## src/rtl/inst_mem_loader.sv

```systemverilog
`default_nettype none
// ============================================================================
// Module   : inst_mem_loader
// Brief    : Loads a checksummed big-endian byte stream into instruction
//            memory and keeps the CPU held until the image checks good.
// Revision : 1.0
// ============================================================================
module inst_mem_loader #(
    parameter logic [31:0] BASE_ADDR = 32'h0000_0000,
    parameter int          MAX_WORDS = 256
) (
    input  logic        clock,
    input  logic        reset,
    input  logic        start,
    input  logic        byte_valid,
    input  logic [7:0]  byte_data,
    output logic        byte_ready,
    output logic        im_we,
    output logic [31:0] im_addr,
    output logic [31:0] im_wdata,
    output logic        cpu_hold,
    output logic        done,
    output logic        error,
    output logic [15:0] loaded_words
);

    localparam logic [16:0] c_maxWords = 17'(MAX_WORDS);

    typedef enum logic [2:0] {
        S_IDLE    = 3'd0,
        S_COUNTHI = 3'd1,
        S_COUNTLO = 3'd2,
        S_DATA    = 3'd3,
        S_CHECK   = 3'd4,
        S_DONE    = 3'd5,
        S_ERROR   = 3'd6
    } state_t;

    state_t      r_state;
    state_t      w_nextState;
    logic [15:0] r_count;
    logic [23:0] r_shift;
    logic [1:0]  r_byteIdx;
    logic [7:0]  r_checksum;
    logic [31:0] r_addr;

    logic        w_accept;
    logic        w_startOk;
    logic        w_wordDone;
    logic        w_lastWord;
    logic [15:0] w_countNew;

    assign w_accept   = byte_valid && byte_ready;
    assign w_startOk  = start && ((r_state == S_IDLE) || (r_state == S_DONE) || (r_state == S_ERROR));
    assign w_wordDone = w_accept && (r_state == S_DATA) && (r_byteIdx == 2'd3);
    assign w_lastWord = (loaded_words + 16'd1) == r_count;
    assign w_countNew = {r_count[15:8], byte_data};

    always_ff @(posedge clock) begin
        if (reset) begin
            r_state <= S_IDLE;
        end else begin
            r_state <= w_nextState;
        end
    end

    always_comb begin
        w_nextState = r_state;
        byte_ready  = 1'b0;
        cpu_hold    = 1'b1;
        done        = 1'b0;
        error       = 1'b0;
        case (r_state)
            S_IDLE: begin
                cpu_hold = 1'b0;
                if (w_startOk) w_nextState = S_COUNTHI;
            end
            S_COUNTHI: begin
                byte_ready = 1'b1;
                if (w_accept) w_nextState = S_COUNTLO;
            end
            S_COUNTLO: begin
                byte_ready = 1'b1;
                if (w_accept) begin
                    if (w_countNew == 16'd0)                   w_nextState = S_CHECK;
                    else if ({1'b0, w_countNew} > c_maxWords)  w_nextState = S_ERROR;
                    else                                       w_nextState = S_DATA;
                end
            end
            S_DATA: begin
                byte_ready = 1'b1;
                if (w_wordDone && w_lastWord) w_nextState = S_CHECK;
            end
            S_CHECK: begin
                byte_ready = 1'b1;
                if (w_accept) w_nextState = (byte_data == r_checksum) ? S_DONE : S_ERROR;
            end
            S_DONE: begin
                done     = 1'b1;
                cpu_hold = 1'b0;
                if (w_startOk) w_nextState = S_COUNTHI;
            end
            S_ERROR: begin
                error = 1'b1;
                if (w_startOk) w_nextState = S_COUNTHI;
            end
            default: begin
                cpu_hold    = 1'b0;
                w_nextState = S_IDLE;
            end
        endcase
    end

    // Start and byte acceptance are mutually exclusive by state, so their updates never collide.
    always_ff @(posedge clock) begin
        if (reset) begin
            im_we        <= 1'b0;
            im_addr      <= 32'd0;
            im_wdata     <= 32'd0;
            loaded_words <= 16'd0;
            r_count      <= 16'd0;
            r_shift      <= 24'd0;
            r_byteIdx    <= 2'd0;
            r_checksum   <= 8'd0;
            r_addr       <= 32'd0;
        end else begin
            im_we <= 1'b0;
            if (w_startOk) begin
                loaded_words <= 16'd0;
                r_checksum   <= 8'd0;
                r_byteIdx    <= 2'd0;
                r_addr       <= BASE_ADDR;
            end
            if (w_accept) begin
                case (r_state)
                    S_COUNTHI: r_count[15:8] <= byte_data;
                    S_COUNTLO: r_count[7:0]  <= byte_data;
                    S_DATA: begin
                        r_shift    <= {r_shift[15:0], byte_data};
                        r_checksum <= r_checksum ^ byte_data;
                        r_byteIdx  <= r_byteIdx + 2'd1;
                        if (r_byteIdx == 2'd3) begin
                            im_we        <= 1'b1;
                            im_addr      <= r_addr;
                            im_wdata     <= {r_shift, byte_data};
                            r_addr       <= r_addr + 32'd4;
                            loaded_words <= loaded_words + 16'd1;
                        end
                    end
                    default: ;
                endcase
            end
        end
    end

endmodule
`default_nettype wire
```

## config.mk

```make
export PLATFORM = sky130hd
export DESIGN_NAME = inst_mem_loader
export DESIGN_NICKNAME = d
export VERILOG_FILES = /design/src/rtl/inst_mem_loader.sv
export SDC_FILE = /design/constraint.sdc
export NUM_CORES = 1
export LEC_CHECK = 0
export CORE_MARGIN = 3
export CORE_UTILIZATION = 55
export CTS_CLUSTER_SIZE = 24
export DETAILED_ROUTE_END_ITERATION = 8
export DONT_BUFFER_PORTS = 1
export PLACE_DENSITY = 0.81
export SYNTH_ARGS = -nofsm -noshare
export SYNTH_HDL_FRONTEND = slang
export SYNTH_SLANG_ARGS = --single-unit
```

## constraint.sdc

```tcl
create_clock -name clock -period 4.2 [get_ports clock]
set_clock_uncertainty 0.1 [all_clocks]
set_input_delay 0.84 -clock clock [delete_from_list [all_inputs] [get_ports clock]]
set_output_delay 0.84 -clock clock [all_outputs]
set_load 0.005 [all_outputs]
```

* Word-level counts from Yosys, hierarchy flattened
Index checks and enable logic that the tools add are counted.
Storage, ports and cells: bits in registers 166, input bits 12, output and inout bits 85, logic and storage cells 78
Operators by class: $add $sub $neg 3, order comparisons 1, eq/ne operators 14, multiplexer cells 28, bitwise gates (word level) 3, reductions and logical operators 18
Operator list (count):
- 32-bit two-way mux | 4
- 16-bit two-way mux | 4
- 32-bit by 3-bit adder with 32-bit output, second input constant | 1
- 8-bit two-way mux | 3
- 3-bit two-way mux | 7
- 16-bit by 1-bit adder with 16-bit output, second input constant | 1
- 16-bit == test | 1
- 16-bit by 9-bit greater-than comparator with 1-bit output, second input constant | 1
- 16-bit logical NOT | 1
- 3-bit case mux with 5 select lines | 1
- 3-bit == test, second input constant | 3
- 8-bit == test | 1
- 2-bit two-way mux | 4
- 8-bit bitwise XOR | 1
- 3-bit by 2-bit == test with 1-bit output, second input constant | 2
- 2-bit inequality test, second input constant | 3
- 2-bit AND reduction | 3
- 3-bit OR reduction | 2
- 1-bit logical AND | 5
- 1-bit two-way mux | 5
- 5-bit AND reduction | 1
- 5-bit OR reduction | 1
- 2-bit by 1-bit inequality test with 1-bit output, second input constant | 2
- 4-bit OR reduction | 1
- 7 further kinds | 9

* Depth between registers and ports, before layout
Gate-level depths: netlist of run 1.
depth after elaboration 9, depth in mapped cells 9, depth with buffers taken out 7

* Least setup slack after synthesis of run 1
OpenSTA, ideal clock, no wires.
path kind reg-to-reg, start register loaded_words[0], end register r_state[1], library setup time 0.117 ns, arrival 2.609 ns, data required time 3.983 ns, slack 1.374 ns, cell stages (with the launch flop) 8, buffers on the path 1, period minus slack after synthesis 2.826 ns, cell sequence dfxtp_1 > ha_1 > nand3_4 > or4_1 > buf_2 > or4_1 > a2111o_1 > a32o_1
Between the ends: cells in the longest elaborated chain, start to end 5
RTL lines:
- start: declaration | line 24 | output logic [15:0] loaded_words
- start signal: assignment | line 147 | loaded_words <= loaded_words + 16'd1;
- 16-bit by 1-bit adder with 16-bit output | line 56 | assign w_lastWord = (loaded_words + 16'd1) == r_count;
- 16-bit == test | line 56
- 1-bit logical AND | line 92 | if (w_wordDone && w_lastWord) w_nextState = S_CHECK;
- 2-bit by 1-bit inequality test with 1-bit output (no source line)
- 5-bit AND reduction (no source line)
- end signal: assignment | line 63 | r_state <= w_nextState;
- end: declaration | line 39 | state_t r_state;
Every way passes these cells. A chain may end at the register's enable or synchronous reset.

* Final worst setup path of run 1
Same ends and word-level chain as after synthesis.

==> results of run 1 <==
[state kept, by name, indices dropped and copies added, names as in the netlist]
register	cells
r_count	16
r_checksum	8
r_addr	32
r_state	3
loaded_words	16
im_addr	32
r_byteIdx	2
im_we	1
im_wdata	32
r_shift	24
[power by group through the flow]
stage / logic [W] / registers, W / clock network [W]
floorplan: 0.000349 / 0.00166 / 0
global placement: 0.000348 / 0.00171 / 0
detailed placement: 0.000351 / 0.00171 / 0
CTS: 0.000353 / 0.00168 / 0.00149
global route: 0.000401 / 0.00169 / 0.00156
finish: 0.000355 / 0.00168 / 0.00146
[area by class of cell]
cell class,count,area [µm²],share of cell area (%)
multi-input cells,664,3490,45.6
flip-flops and latches,166,3320,43.4
clock buffers,18,429,5.60
well taps,172,215,2.81
clock inverters,12,123,1.60
inverters,11,41.3,0.539
repair buffers,5,37.5,0.490
[metrics by stage]
step,power [W],setup WS [ps],utilization [%]
2_1_floorplan,0.00201,1370,-
3_3_place_gp,0.00206,1220,55.9
3_5_place_dp,0.00206,1110,55.9
4_1_cts,0.00352,1090,60.2
5_1_grt,0.00365,950,60.2
6_report,0.00349,1040,60.2
[tightest hold or removal path, stage by stage, from the launching register on]
cell and delay, ps:
dfxtp_1 310, inv_1 50, nor2_1 30
[layout by cell type, fill, tap and decap left out, drive strengths merged, types with 10 or more instances in the layout]
cell type	n
nand2	223
dfxtp	166
a21oi	116
nor2	91
xnor2	32
xor2	29
o21ai	21
nand3	19
clkbuf	18
nor3	17
nand4	14
inv	14
mux2i	10
and3	10
[worst min path at each step]
stage / cells past startpoint / end
4_1_cts: 2 / r_addr[0]
6_report: 2 / r_addr[0]
3_5_place_dp: 2 / r_addr[0]
3_3_place_gp: 2 / r_addr[1]
5_1_grt: 1 / im_addr[8]
2_1_floorplan: 2 / r_addr[0]
[layer usage]
metal  global-route usage [%]  up-vias  routed length, µm
li1                         -     2940                  -
met1                     29.8     2743               7270
met2                     34.9      158               7320
met3                     7.16       25               1080
met4                     7.15        0                257
met5                        0        -                  0
[logic make-up after synthesis]
family | after synthesis | share of synthesized area [%]
adder cells (fa/ha/maj) | 3 | 0.521
AND/OR/NAND/NOR | 423 | 26.0
multiplexers | 11 | 1.54
flip-flops | 166 | 46.1
buffers and inverters | 75 | 5.59
AO/OA/AOI/OAI | 166 | 12.8
XOR/XNOR | 61 | 7.41
==> results.ini, run 1 <==
[yosys]
synth_seq_area_share_pct = 46.1
syn-cell-area_um2 = 7210
synth_top_cell_area_share_pct = 46.1
syn_inst = 905
synth-seq-cells = 166
synth_cell_types = 60
syn_avg_cell_area_um2 = 7.97
synth_area_leaders = dfxtp_1 (46%), nand2_1 (12%), a21oi_1 (8.1%)
synthesis.nets = 920
synthArstFlopShare_pct = 0
yosys.area.top_type = dfxtp_1
yosysMostFrequentCell = nand2_1
synth-main-ff-cell = dfxtp_1
yosysWarnings = 0
yosys-top-cells-count = nand2_1 (223), dfxtp_1 (166), a21oi_1 (116), nor2_1 (91), clkbuf_1 (53)
synth-edff-count = 0

[drt]
ant_nets = 0
vias = 5866
first_iter_violations = 489
via_per_inst = 5.60
routedWlPerCell_um = 15.2
drc = 0
drtPass1Iterations = 4
wl_um = 15900

[place]
numPortBuffers = 0
place_area_um2 = 7110
dpl.hpwl_um = 10300
place.gp.congestion = 0.845
dp.cells = 1018

[setup_path]
critPathMostFrequentCell = or4_1
cp_num_cells = 6
path_class = reg2reg
critPathRequiredTime_ps = 4420
critPathMaxStageDelay_ps = 660
timing.rr.start = loaded_words[0]
path_cells = ha_1 > nand3_4 > or4_1 > or4_1 > a2111o_1 > a32o_1
critPathTopFamily = simple AND/OR/NAND/NOR gates
critPathCaptureType = flip-flop
r2r_slack_ps = 1040
crit_arrival_ps = 3380
crit_path_max_fanout = 10
crit_path_end = r_state[1]
start_kind = flip-flop
startpoint = loaded_words[0]
crit_buf_inv = 0
critPathSlowestCell = or4_1
reg2reg_depth = 6
r2r-end = r_state[1]

[grt]
grt_max_degree = 129
grt-ovfl-total = 0
antenna_found_initial = 0
grtUsageTotal_pct = 22.4
grt_pass1_wl_um = 26500
grt_pass1_vias = 5420

[cts]
root_buffer = clkbuf_16
path_clk_slew_ps = 60
post_cts_buffers = 0
hold_buffers = 0
cts_resized = 0
clockBufferDepth = 2
h-tree-depth = 4
worstSkewPairLatency_ps = 420
cts_tree = done
clock_sinks = 166
numCtsBuffers = 17

[die]
die_w_um = 121
fp.dieArea_um2 = 14500
fp.dieH_um = 121
core_area_um2 = 12700
rows = 41
io_pins = 97
start_util_pct = 56.7

[power]
p_sw_w = 0.000923
sw_frac_of_total_pct = 26.4
p_int_w = 0.00257
vdd.ir_drop.worst_v = 0.000262
pwr-share-seq_pct = 48.1
leakagePower_nw = 2.50
p_comb_share_pct = 10.2
clkPwrFrac_pct = 41.7
power_density_nw_per_um2 = 456

[sta]
rsz0062_at_grt = false
finalCritPeriodShare_pct = 75.2
slew_headroom_pct = 28.3
whs_ps = 329
drv_slew = 0
setup_viol = 0
min_period_ps = 3160
tns_ps = 0
max_freq_mhz = 317
hold_viol = 0
worst_slew_pin_slew_ps = 1080

[finish]
antenna_cells = 0
n_fill_cell = 1180
syn2layout_area_growth_pct = 6.19
post-route-cell-area_um2 = 7660
fin_nets = 880
stdcell_count = 1048
layout-drive-gt1-share_pct = 5.82

[hold_path]
hold_start = r_addr[0]
min_path_type = reg2reg

[status]
status = finished, final reports clean

[run]
cap_violations = 0

(Power assumes the default switching activity.)
==> run 2, diff against run 1 <==
- clock period: 4.2 -> 3.2 ns (I/O delays scaled with it)
==> run 2 against run 1 <==
Against the previous run:
- hold slack got worse by 150 ps
- die area did not move
- count of clock-buffer cells in the layout fell by 1
- non-clock buffer count rose by 13
==> results.ini, run 2 (same netlist as run 1, synthesis figures left out) <==
[setup_path]
crit_path_max_fanout = 10  ; unchanged
crit_buf_inv = 0  ; unchanged
timing.rr.start = loaded_words[1]
path_cells = ha_1 > nand3_4 > or4_1 > or4_1 > a2111o_1 > a32o_1
r2r-end = r_state[1]
critPathSlowestCell = or4_1
r2r_slack_ps = 290  ; -750 ps
critPathRequiredTime_ps = 3420  ; -1000 ps
reg2reg_depth = 6  ; unchanged
crit_arrival_ps = 3130  ; -250 ps
path_class = reg2reg
critPathCaptureType = flip-flop
critPathMostFrequentCell = or4_1
critPathMaxStageDelay_ps = 650  ; about the same
start_kind = flip-flop
critPathTopFamily = simple AND/OR/NAND/NOR gates

[cts]
h-tree-depth = 4  ; unchanged
clock_sinks = 166  ; unchanged
hold_buffers = 0  ; unchanged
numCtsBuffers = 17  ; unchanged
cts_tree = done
root_buffer = clkbuf_16
path_clk_slew_ps = 70  ; about the same
post_cts_buffers = 0  ; unchanged
cts_resized = 0  ; unchanged
clockBufferDepth = 2  ; unchanged
worstSkewPairLatency_ps = 430  ; about the same

[die]
core_area_um2 = 12700  ; unchanged
fp.dieH_um = 121  ; unchanged
io_pins = 97  ; unchanged
rows = 41  ; unchanged
die_w_um = 121  ; unchanged
start_util_pct = 56.7  ; unchanged
fp.dieArea_um2 = 14500  ; unchanged

[drt]
wl_um = 16600  ; +4.4%
drtPass1Iterations = 5  ; +1
drc = 0  ; unchanged
ant_nets = 0  ; unchanged
first_iter_violations = 597  ; +22%
routedWlPerCell_um = 15.6  ; +3.0%
vias = 5991  ; +2.1%
via_per_inst = 5.64  ; +0.69%

[place]
place.gp.congestion = 0.856  ; +1.3%
dp.cells = 1031  ; +1.3%
dpl.hpwl_um = 10700  ; +4.2%
numPortBuffers = 0  ; unchanged

[sta]
drv_slew = 0  ; unchanged
max_freq_mhz = 344  ; +8.6%
slew_headroom_pct = 39.6  ; +11 points
worst_slew_pin_slew_ps = 898  ; -177 ps
finalCritPeriodShare_pct = 90.9  ; +16 points
whs_ps = 181  ; -148 ps
min_period_ps = 2910  ; -251 ps
tns_ps = 0  ; unchanged
hold_viol = 0  ; unchanged
rsz0062_at_grt = false
setup_viol = 0  ; unchanged

[grt]
busiest_layer = met2
grt_pass1_wl_um = 27000  ; +2.1%
grt_max_degree = 129  ; unchanged
grt_use_met1_pct = 31.3  ; +1.5 points
met3_usage_pct = 6.64  ; -0.51 points
grt_pass1_vias = 5384  ; -0.66%
grt-ovfl-total = 0  ; unchanged
antenna_found_initial = 0  ; unchanged
grtUsageTotal_pct = 22.9  ; +0.50 points
met2_usage_pct = 35.5  ; +0.66 points

[finish]
stdcell_count = 1063  ; +1.4%
layout_common_cells = nand2_1 (222), dfxtp_1 (166), a21oi_1 (116), nor2_1 (91), xnor2_1 (32)
antenna_cells = 0  ; unchanged
syn2layout_area_growth_pct = 8.12
n_fill_cell = 1169  ; -0.93%
layout-drive-gt1-share_pct = 7.52  ; +1.7 points
mostFrequentLayoutCell = nand2_1
reg.largest.list = im_addr: 32 flops, im_wdata: 32 flops, r_addr: 32 flops
fin_nets = 893  ; +1.5%

[hold_path]
min_path_type = in2reg
hold-path-endpoint = im_addr[8]
whs_path_depth = 1  ; -1
hold_start = reset

[run]
cap_violations = 0  ; unchanged

[status]
status = finished, final reports clean

[power]
total_power_w = 0.00474  ; +36%
power_density_nw_per_um2 = 608  ; +33%
vdd.ir_drop.worst_v = 0.000399  ; +52%
leakagePower_nw = 2.60  ; +4.2%

-- run 2: cell type report --
class / count / area, µm² / area share [%]
flip-flops and latches: 166 / 3320 / 42.6
repair buffers: 18 / 135 / 1.73
multi-input cells: 664 / 3490 / 44.7
clock buffers: 17 / 425 / 5.46
clock inverters: 15 / 168 / 2.15
inverters: 11 / 41.3 / 0.530
well taps: 172 / 215 / 2.76
-- run 2: worst max-delay path by stage --
stage | from | to | cells after the start | slack (ps)
global placement | loaded_words[0] | r_state[1] | 6 | 450
CTS | loaded_words[1] | r_state[1] | 6 | 330
finish | loaded_words[1] | r_state[1] | 6 | 290
detailed placement | loaded_words[1] | r_state[1] | 6 | 380
global route | loaded_words[1] | r_state[1] | 6 | 180
floorplan | loaded_words[0] | r_state[1] | 7 | 370
-- run 2: stage by stage --
step / util [%] / setup slack [ps] / instance area (µm²)
6_report: 61.3 / 291 / 7800
5_1_grt: 61.3 / 178 / 7800
4_1_cts: 61.3 / 328 / 7800
3_5_place_dp: 56.6 / 384 / 7200
3_3_place_gp: 56.6 / 452 / 7200
2_1_floorplan: - / 374 / 7210
-- run 2: metal layers --
layer | part of all wire, % | vias to the layer above
met5 | 0 | -
met4 | 1.7 | 0
met3 | 7.3 | 22
met2 | 46 | 180
met1 | 45 | 2827
li1 | - | 2962
-- run 2: power by group --
group,switching (W),internal [W],leakage [nW],total [W]
logic,0.000300,0.000192,0.973,0.000492
registers,0.0000769,0.00211,1.34,0.00219
clock network,0.000892,0.00117,0.290,0.00206
